<file path="src/rtl/wb_arb_pkg.sv">
// Shared encodings and helpers for the Wishbone round-robin arbiter.
// Pure definitions; no latency or flow control of its own.
package wb_arb_pkg;

  localparam logic [1:0] ST_IDLE  = 2'd0;
  localparam logic [1:0] ST_GRANT = 2'd1;
  localparam logic [1:0] ST_ABORT = 2'd2;

  typedef enum logic [1:0] {
    IDLE  = ST_IDLE,
    GRANT = ST_GRANT,
    ABORT = ST_ABORT
  } arb_state_e;

  localparam int unsigned DEF_ADDR_W  = 32;
  localparam int unsigned DEF_DATA_W  = 32;
  localparam int unsigned MAX_MASTERS = 4;

  function automatic logic [1:0] onehot_to_index(input logic [MAX_MASTERS-1:0] oh);
    logic [1:0] idx;
    idx = '0;
    for (int i = 0; i < int'(MAX_MASTERS); i++) begin
      if (oh[i]) idx = idx | 2'(i);
    end
    return idx;
  endfunction

endpackage

</file>
<file path="src/rtl/rr_priority_pick.sv">
// Combinational round-robin pick: first set request at or above ptr_i, wrapping.
// Zero latency; no backpressure, output is all-zero when nothing requests.
module rr_priority_pick #(
  parameter int N = 2,
  localparam int PW = (N > 1) ? $clog2(N) : 1
) (
  input  logic [N-1:0]  req_i,
  input  logic [PW-1:0] ptr_i,
  output logic [N-1:0]  gnt_o
);

  logic [PW:0] slot;
  logic        found;

  always_comb begin
    gnt_o = '0;
    found = 1'b0;
    slot  = '0;
    for (int i = 0; i < N; i++) begin
      slot = {1'b0, ptr_i} + (PW+1)'(i);
      if (slot >= (PW+1)'(N)) slot = slot - (PW+1)'(N);
      if (!found && req_i[slot[PW-1:0]]) begin
        gnt_o[slot[PW-1:0]] = 1'b1;
        found               = 1'b1;
      end
    end
  end

endmodule

</file>
<file path="src/rtl/wishbone_arbiter.sv">
// Round-robin Wishbone classic arbiter: one grant per CYC burst, 1-cycle grant latency, 1 dead cycle per release.
// Losing masters stall with ACK/ERR low; a watchdog aborts stuck transfers with a 1-cycle ERR to the owner.
module wishbone_arbiter
  import wb_arb_pkg::*;
#(
  parameter int NUM_MASTERS    = 2,
  parameter int ADDR_W         = DEF_ADDR_W,
  parameter int DATA_W         = DEF_DATA_W,
  parameter int TIMEOUT_CYCLES = 255
) (
  input  logic                          clk_i,
  input  logic                          rst_i,
  input  logic [NUM_MASTERS-1:0]        m_cyc_i,
  input  logic [NUM_MASTERS-1:0]        m_stb_i,
  input  logic [NUM_MASTERS-1:0]        m_we_i,
  input  logic [NUM_MASTERS*ADDR_W-1:0] m_addr_i,
  input  logic [NUM_MASTERS*DATA_W-1:0] m_data_i,
  output logic [DATA_W-1:0]             m_data_o,
  output logic [NUM_MASTERS-1:0]        m_ack_o,
  output logic [NUM_MASTERS-1:0]        m_err_o,
  output logic [NUM_MASTERS-1:0]        gnt_o,
  output logic                          s_cyc_o,
  output logic                          s_stb_o,
  output logic                          s_we_o,
  output logic [ADDR_W-1:0]             s_addr_o,
  output logic [DATA_W-1:0]             s_data_o,
  input  logic [DATA_W-1:0]             s_data_i,
  input  logic                          s_ack_i
);

  localparam int PW = $clog2(NUM_MASTERS);
  localparam int CW = $clog2(TIMEOUT_CYCLES + 1);

  arb_state_e             state_q, state_d;
  logic [NUM_MASTERS-1:0] gnt_q, gnt_d, pick;
  logic [PW-1:0]          ptr_q, ptr_d;
  logic [PW-1:0]          gidx, gidx_next;
  logic [CW-1:0]          cnt_q, cnt_d;
  logic                   in_grant, g_cyc, stall;

  rr_priority_pick #(.N(NUM_MASTERS)) u_pick (
    .req_i (m_cyc_i),
    .ptr_i (ptr_q),
    .gnt_o (pick)
  );

  assign gidx      = PW'(onehot_to_index(MAX_MASTERS'(gnt_q)));
  assign gidx_next = (gidx == PW'(NUM_MASTERS - 1)) ? '0 : gidx + PW'(1);

  assign in_grant = (state_q == GRANT);
  assign g_cyc    = m_cyc_i[gidx];

  // Slave side is forced idle outside GRANT so an ABORT cycle really drops CYC.
  assign s_cyc_o  = in_grant & g_cyc;
  assign s_stb_o  = in_grant & m_stb_i[gidx];
  assign s_we_o   = in_grant & m_we_i[gidx];
  assign s_addr_o = in_grant ? m_addr_i[gidx*ADDR_W +: ADDR_W] : '0;
  assign s_data_o = in_grant ? m_data_i[gidx*DATA_W +: DATA_W] : '0;

  assign m_data_o = s_data_i;
  assign m_ack_o  = in_grant ? (gnt_q & {NUM_MASTERS{s_ack_i}}) : '0;
  assign m_err_o  = (state_q == ABORT) ? gnt_q : '0;
  assign gnt_o    = gnt_q;

  assign stall = s_stb_o & ~s_ack_i;

  always_ff @(posedge clk_i or posedge rst_i) begin
    if (rst_i) begin
      state_q <= IDLE;
      gnt_q   <= '0;
      ptr_q   <= '0;
      cnt_q   <= '0;
    end else begin
      state_q <= state_d;
      gnt_q   <= gnt_d;
      ptr_q   <= ptr_d;
      cnt_q   <= cnt_d;
    end
  end

  always_comb begin
    state_d = state_q;
    gnt_d   = gnt_q;
    ptr_d   = ptr_q;
    cnt_d   = '0;
    case (state_q)
      IDLE: begin
        if (|m_cyc_i) begin
          gnt_d   = pick;
          state_d = GRANT;
        end
      end
      GRANT: begin
        if (!g_cyc) begin
          state_d = IDLE;
          gnt_d   = '0;
          ptr_d   = gidx_next;
        end else if (stall) begin
          // An ACK in the final cycle clears stall, so ACK beats the timeout.
          if (cnt_q == CW'(TIMEOUT_CYCLES - 1)) state_d = ABORT;
          else                                  cnt_d   = cnt_q + CW'(1);
        end
      end
      ABORT: begin
        state_d = IDLE;
        gnt_d   = '0;
        ptr_d   = gidx_next;
      end
      default: begin
        state_d = IDLE;
        gnt_d   = '0;
      end
    endcase
  end

endmodule

</file>
<file path="config.mk">
export PLATFORM = sky130hd
export DESIGN_NAME = wishbone_arbiter
export DESIGN_NICKNAME = d
export VERILOG_FILES = /design/src/rtl/wb_arb_pkg.sv /design/src/rtl/rr_priority_pick.sv /design/src/rtl/wishbone_arbiter.sv
export SDC_FILE = /design/constraint.sdc
export NUM_CORES = 1
export LEC_CHECK = 0
export CORE_AREA = 3 3 105 107
export CTS_CLUSTER_SIZE = 24
export DETAILED_ROUTE_END_ITERATION = 10
export DIE_AREA = 0 0 108 110
export GPL_TIMING_DRIVEN = 0
export PLACE_DENSITY = 0.7
export SKIP_LAST_GASP = 1
export SLEW_MARGIN = 20
export SYNTH_ARGS = -nofsm -noshare
export SYNTH_HDL_FRONTEND = slang
export SYNTH_SLANG_ARGS = --single-unit
</file>
<file path="constraint.sdc">
create_clock -name clk_i -period 1.95 [get_ports clk_i]
set_input_delay 0.39 -clock clk_i [delete_from_list [all_inputs] [get_ports clk_i]]
set_output_delay 0.39 -clock clk_i [all_outputs]
set_load 0.005 [all_outputs]
</file>
==> impl_metrics.toml <==
[layout]
drive_gt1_share_pct = 32.0
final_common_cell = "clkdlybuf4s50_1"
area_growth_syn_to_layout_pct = 158
layout_common_cells = "172 x clkdlybuf4s50_1, 61 x nor2_1, 43 x buf_4, 40 x mux2i_1, 23 x buf_2"
final_cells = 658
fillerInstances = 968
diodes = 0
nets = 694

[drt]
ant_nets = 0
drt-initial-drc-count = 92
viasPerCell = 4.31
dr.pass1.iters = 4
drc = 0
via_count = 2833
postRouteWirelength_um = 11700
wire_per_inst_um = 17.8

[cts]
cts_buffers = 3
clock_path_buffers = 2
cts_tree = "done"
clock-root-buffer = "clkbuf_8"
clock_latency_ns = 0.24
clk_pin_slew_ns = 0.06
hold_buffers = 0
numClockSinks = 13
ctsHtreeMaxLevel = 1

[logic_synthesis]
synthCells = 257
ys_seq_area_share_pct = 16.3
ys_ff_latch = 13
synth_cell_types = 33
yosysWarnings = 0
syn_avg_cell_area_um2 = 7.77
yosys.area.top_type = "mux2i_1"
netlist_area_um2 = 2000
ys_top_cells_by_area = "mux2i_1 34%, dfrtp_1 16%, nor2_1 13%, buf_4 13%, nor3_2 3.0%"
syn_nets = 428
synth_top_area_share_pct = 33.6

[worst_setup_path]
critPathRequiredTime_ns = 1.56
reg2reg_slack_ns = -0.05
startpoint_type = "flip-flop"
worstSetupPathType = "flip-flop to output port"
worstPathMaxFanout = 10
end_kind = "output port"
cp.arrival_ns = 1.71

[floorplan]
core_um2 = 10200
die-area_um2 = 11900
die_h_um = 110
initial_core_util_pct = 19.5
placementRows = 37
io_pins = 274
die-width_um = 108

[run_status]
status = "complete, but fails checks"
violations = "negative setup slack"

[timing]
setup_viol = 21
maxSlewHeadroom_pct = 65.6
holdWs_ns = 0.480
clock_skew_ns = 0.00262
period_needed_ns = 2.10
hold_viol = 0
setup_tns_ns = -1.13
drv_slew = 0
setup_slack_ns = -0.151
max_slew.worst_pin.slew_ns = 0.516
fin_crit_sh_pct = 108
fmax_ghz = 0.476
rsz0062_at_grt = "true"

[flow_run]
maxCapViolations = 0

[grt]
grt_start_max_net_pins = 14
grt_pass1_wl_um = 15200
grtUsageTotal_pct = 16.6
first_global_vias = 2792
antenna_found_initial = 0
grt-ovfl-total = 0

[placement]
io_buffers = 241
dp_cells = 634
hpwlAfterDp_um = 9330
place_ws_ns = -0.719
gp_congestion = 0.764

[power]
peakVddDrop_uv = 314
p_total_w = 0.00342
p_leak_nw = 2.31
p_per_area_nw_per_um2 = 662

[min_path]
hp-class = "input port to asynchronous set/reset pin"
-- worst max-delay path: stages, from the launching register on --
cell and delay [ns]:
dfrtp_1 0.42, buf_12 0.17, buf_8 0.15, mux2i_2 0.15, nor2_2 0.08, clkdlybuf4s50_1 0.50
-- metrics by stage --
stage | area [um2] | utilization, %
final | 5160 | 50.4
after global routing | 5160 | 50.4
after CTS | 4920 | 48.0
after detailed placement | 4580 | 44.8
after global placement | 4580 | 44.8
after floorplan | 2000 | -
-- repair_timing --
item | in CTS | in global routing
buffers inserted | 9 | 6
endpoints found under the setup margin | 71 | 65
pin swaps | 4 | 4
gates cloned | 2 | 5
gates resized for setup | 206 | 101
-- final cells by class --
cell class / count / area [um2] / area share, %
sequential: 13 / 327 / 6.33
timing repair buffer: 263 / 2480 / 48.0
buffer: 50 / 504 / 9.77
clock buffer: 4 / 45.0 / 0.873
inverter: 3 / 11.3 / 0.218
tap: 136 / 170 / 3.30
multi-input combinational: 189 / 1630 / 31.5
-- where the power goes --
part | switching (W) | total [W] | internal [W]
clock network | 0.0000987 | 0.000243 | 0.000144
logic | 0.00111 | 0.00284 | 0.00173
registers | 0.0000343 | 0.000335 | 0.000301
-- cell usage after synthesis --
library cell,instances
a221oi_1,1
or4_1,1
nor2b_1,4
dfrtp_1,13
a211oi_2,2
a32oi_1,1
o21ai_0,3
a21oi_1,2
clkbuf_1,9
xor2_1,2
o21ba_2,1
nor3_2,6
mux2i_1,67
a211oi_1,1
nand3_1,3
o32ai_1,1
nor2_1,69
buf_2,9
o21bai_1,1
nand2_1,5
and3b_1,1
xnor2_1,1
ha_1,2
buf_4,34
a41oi_1,1
nand2b_1,5
nor3b_1,1
and3_1,2
and4_1,2
or3_1,2
inv_1,3
a311oi_2,1
nor3_1,1
-- registers in the layout, summed over array words and instances (netlist names) --
| signal | count |
|---|---|
| cnt_q | 8 |
| ptr_q | 1 |
| state_q | 2 |
| gnt_o | 2 |
-- cell families (layout without fill, tap and decap cells) --
group	after synthesis	count (layout)	synth area share (%)
and+or+nand+nor	102	102	24.0
muxes	67	67	33.6
buffers and inverters	55	320	17.3
AOI/OAI and AO/OA	15	15	6.26
DFF	13	13	16.3
xor gates and xnor gates	3	3	1.32
adders and majority gates	2	2	1.25
-- worst paths after layout --
check                              start          end  cells past startpoint
min in group clk_i              cnt_q[7]     cnt_q[7]                      1
worst min-delay path               rst_i     cnt_q[3]                      2
max in group asynchronous          rst_i   state_q[1]                      2
worst min register to register  cnt_q[7]     cnt_q[7]                      1
worst max register to register  gnt_o[1]     cnt_q[7]                      7
worst max-delay path            gnt_o[1]  s_data_o[5]                      5
-- per-layer routing --
metal,part of all wire [%],GRT usage (%),vias up
li1,-,-,1375
met1,37,19.3,1294
met2,52,30.1,149
met3,9.9,4.95,15
met4,1.7,3.43,0
met5,0,0,-
Power figures use the tool's default switching activity.
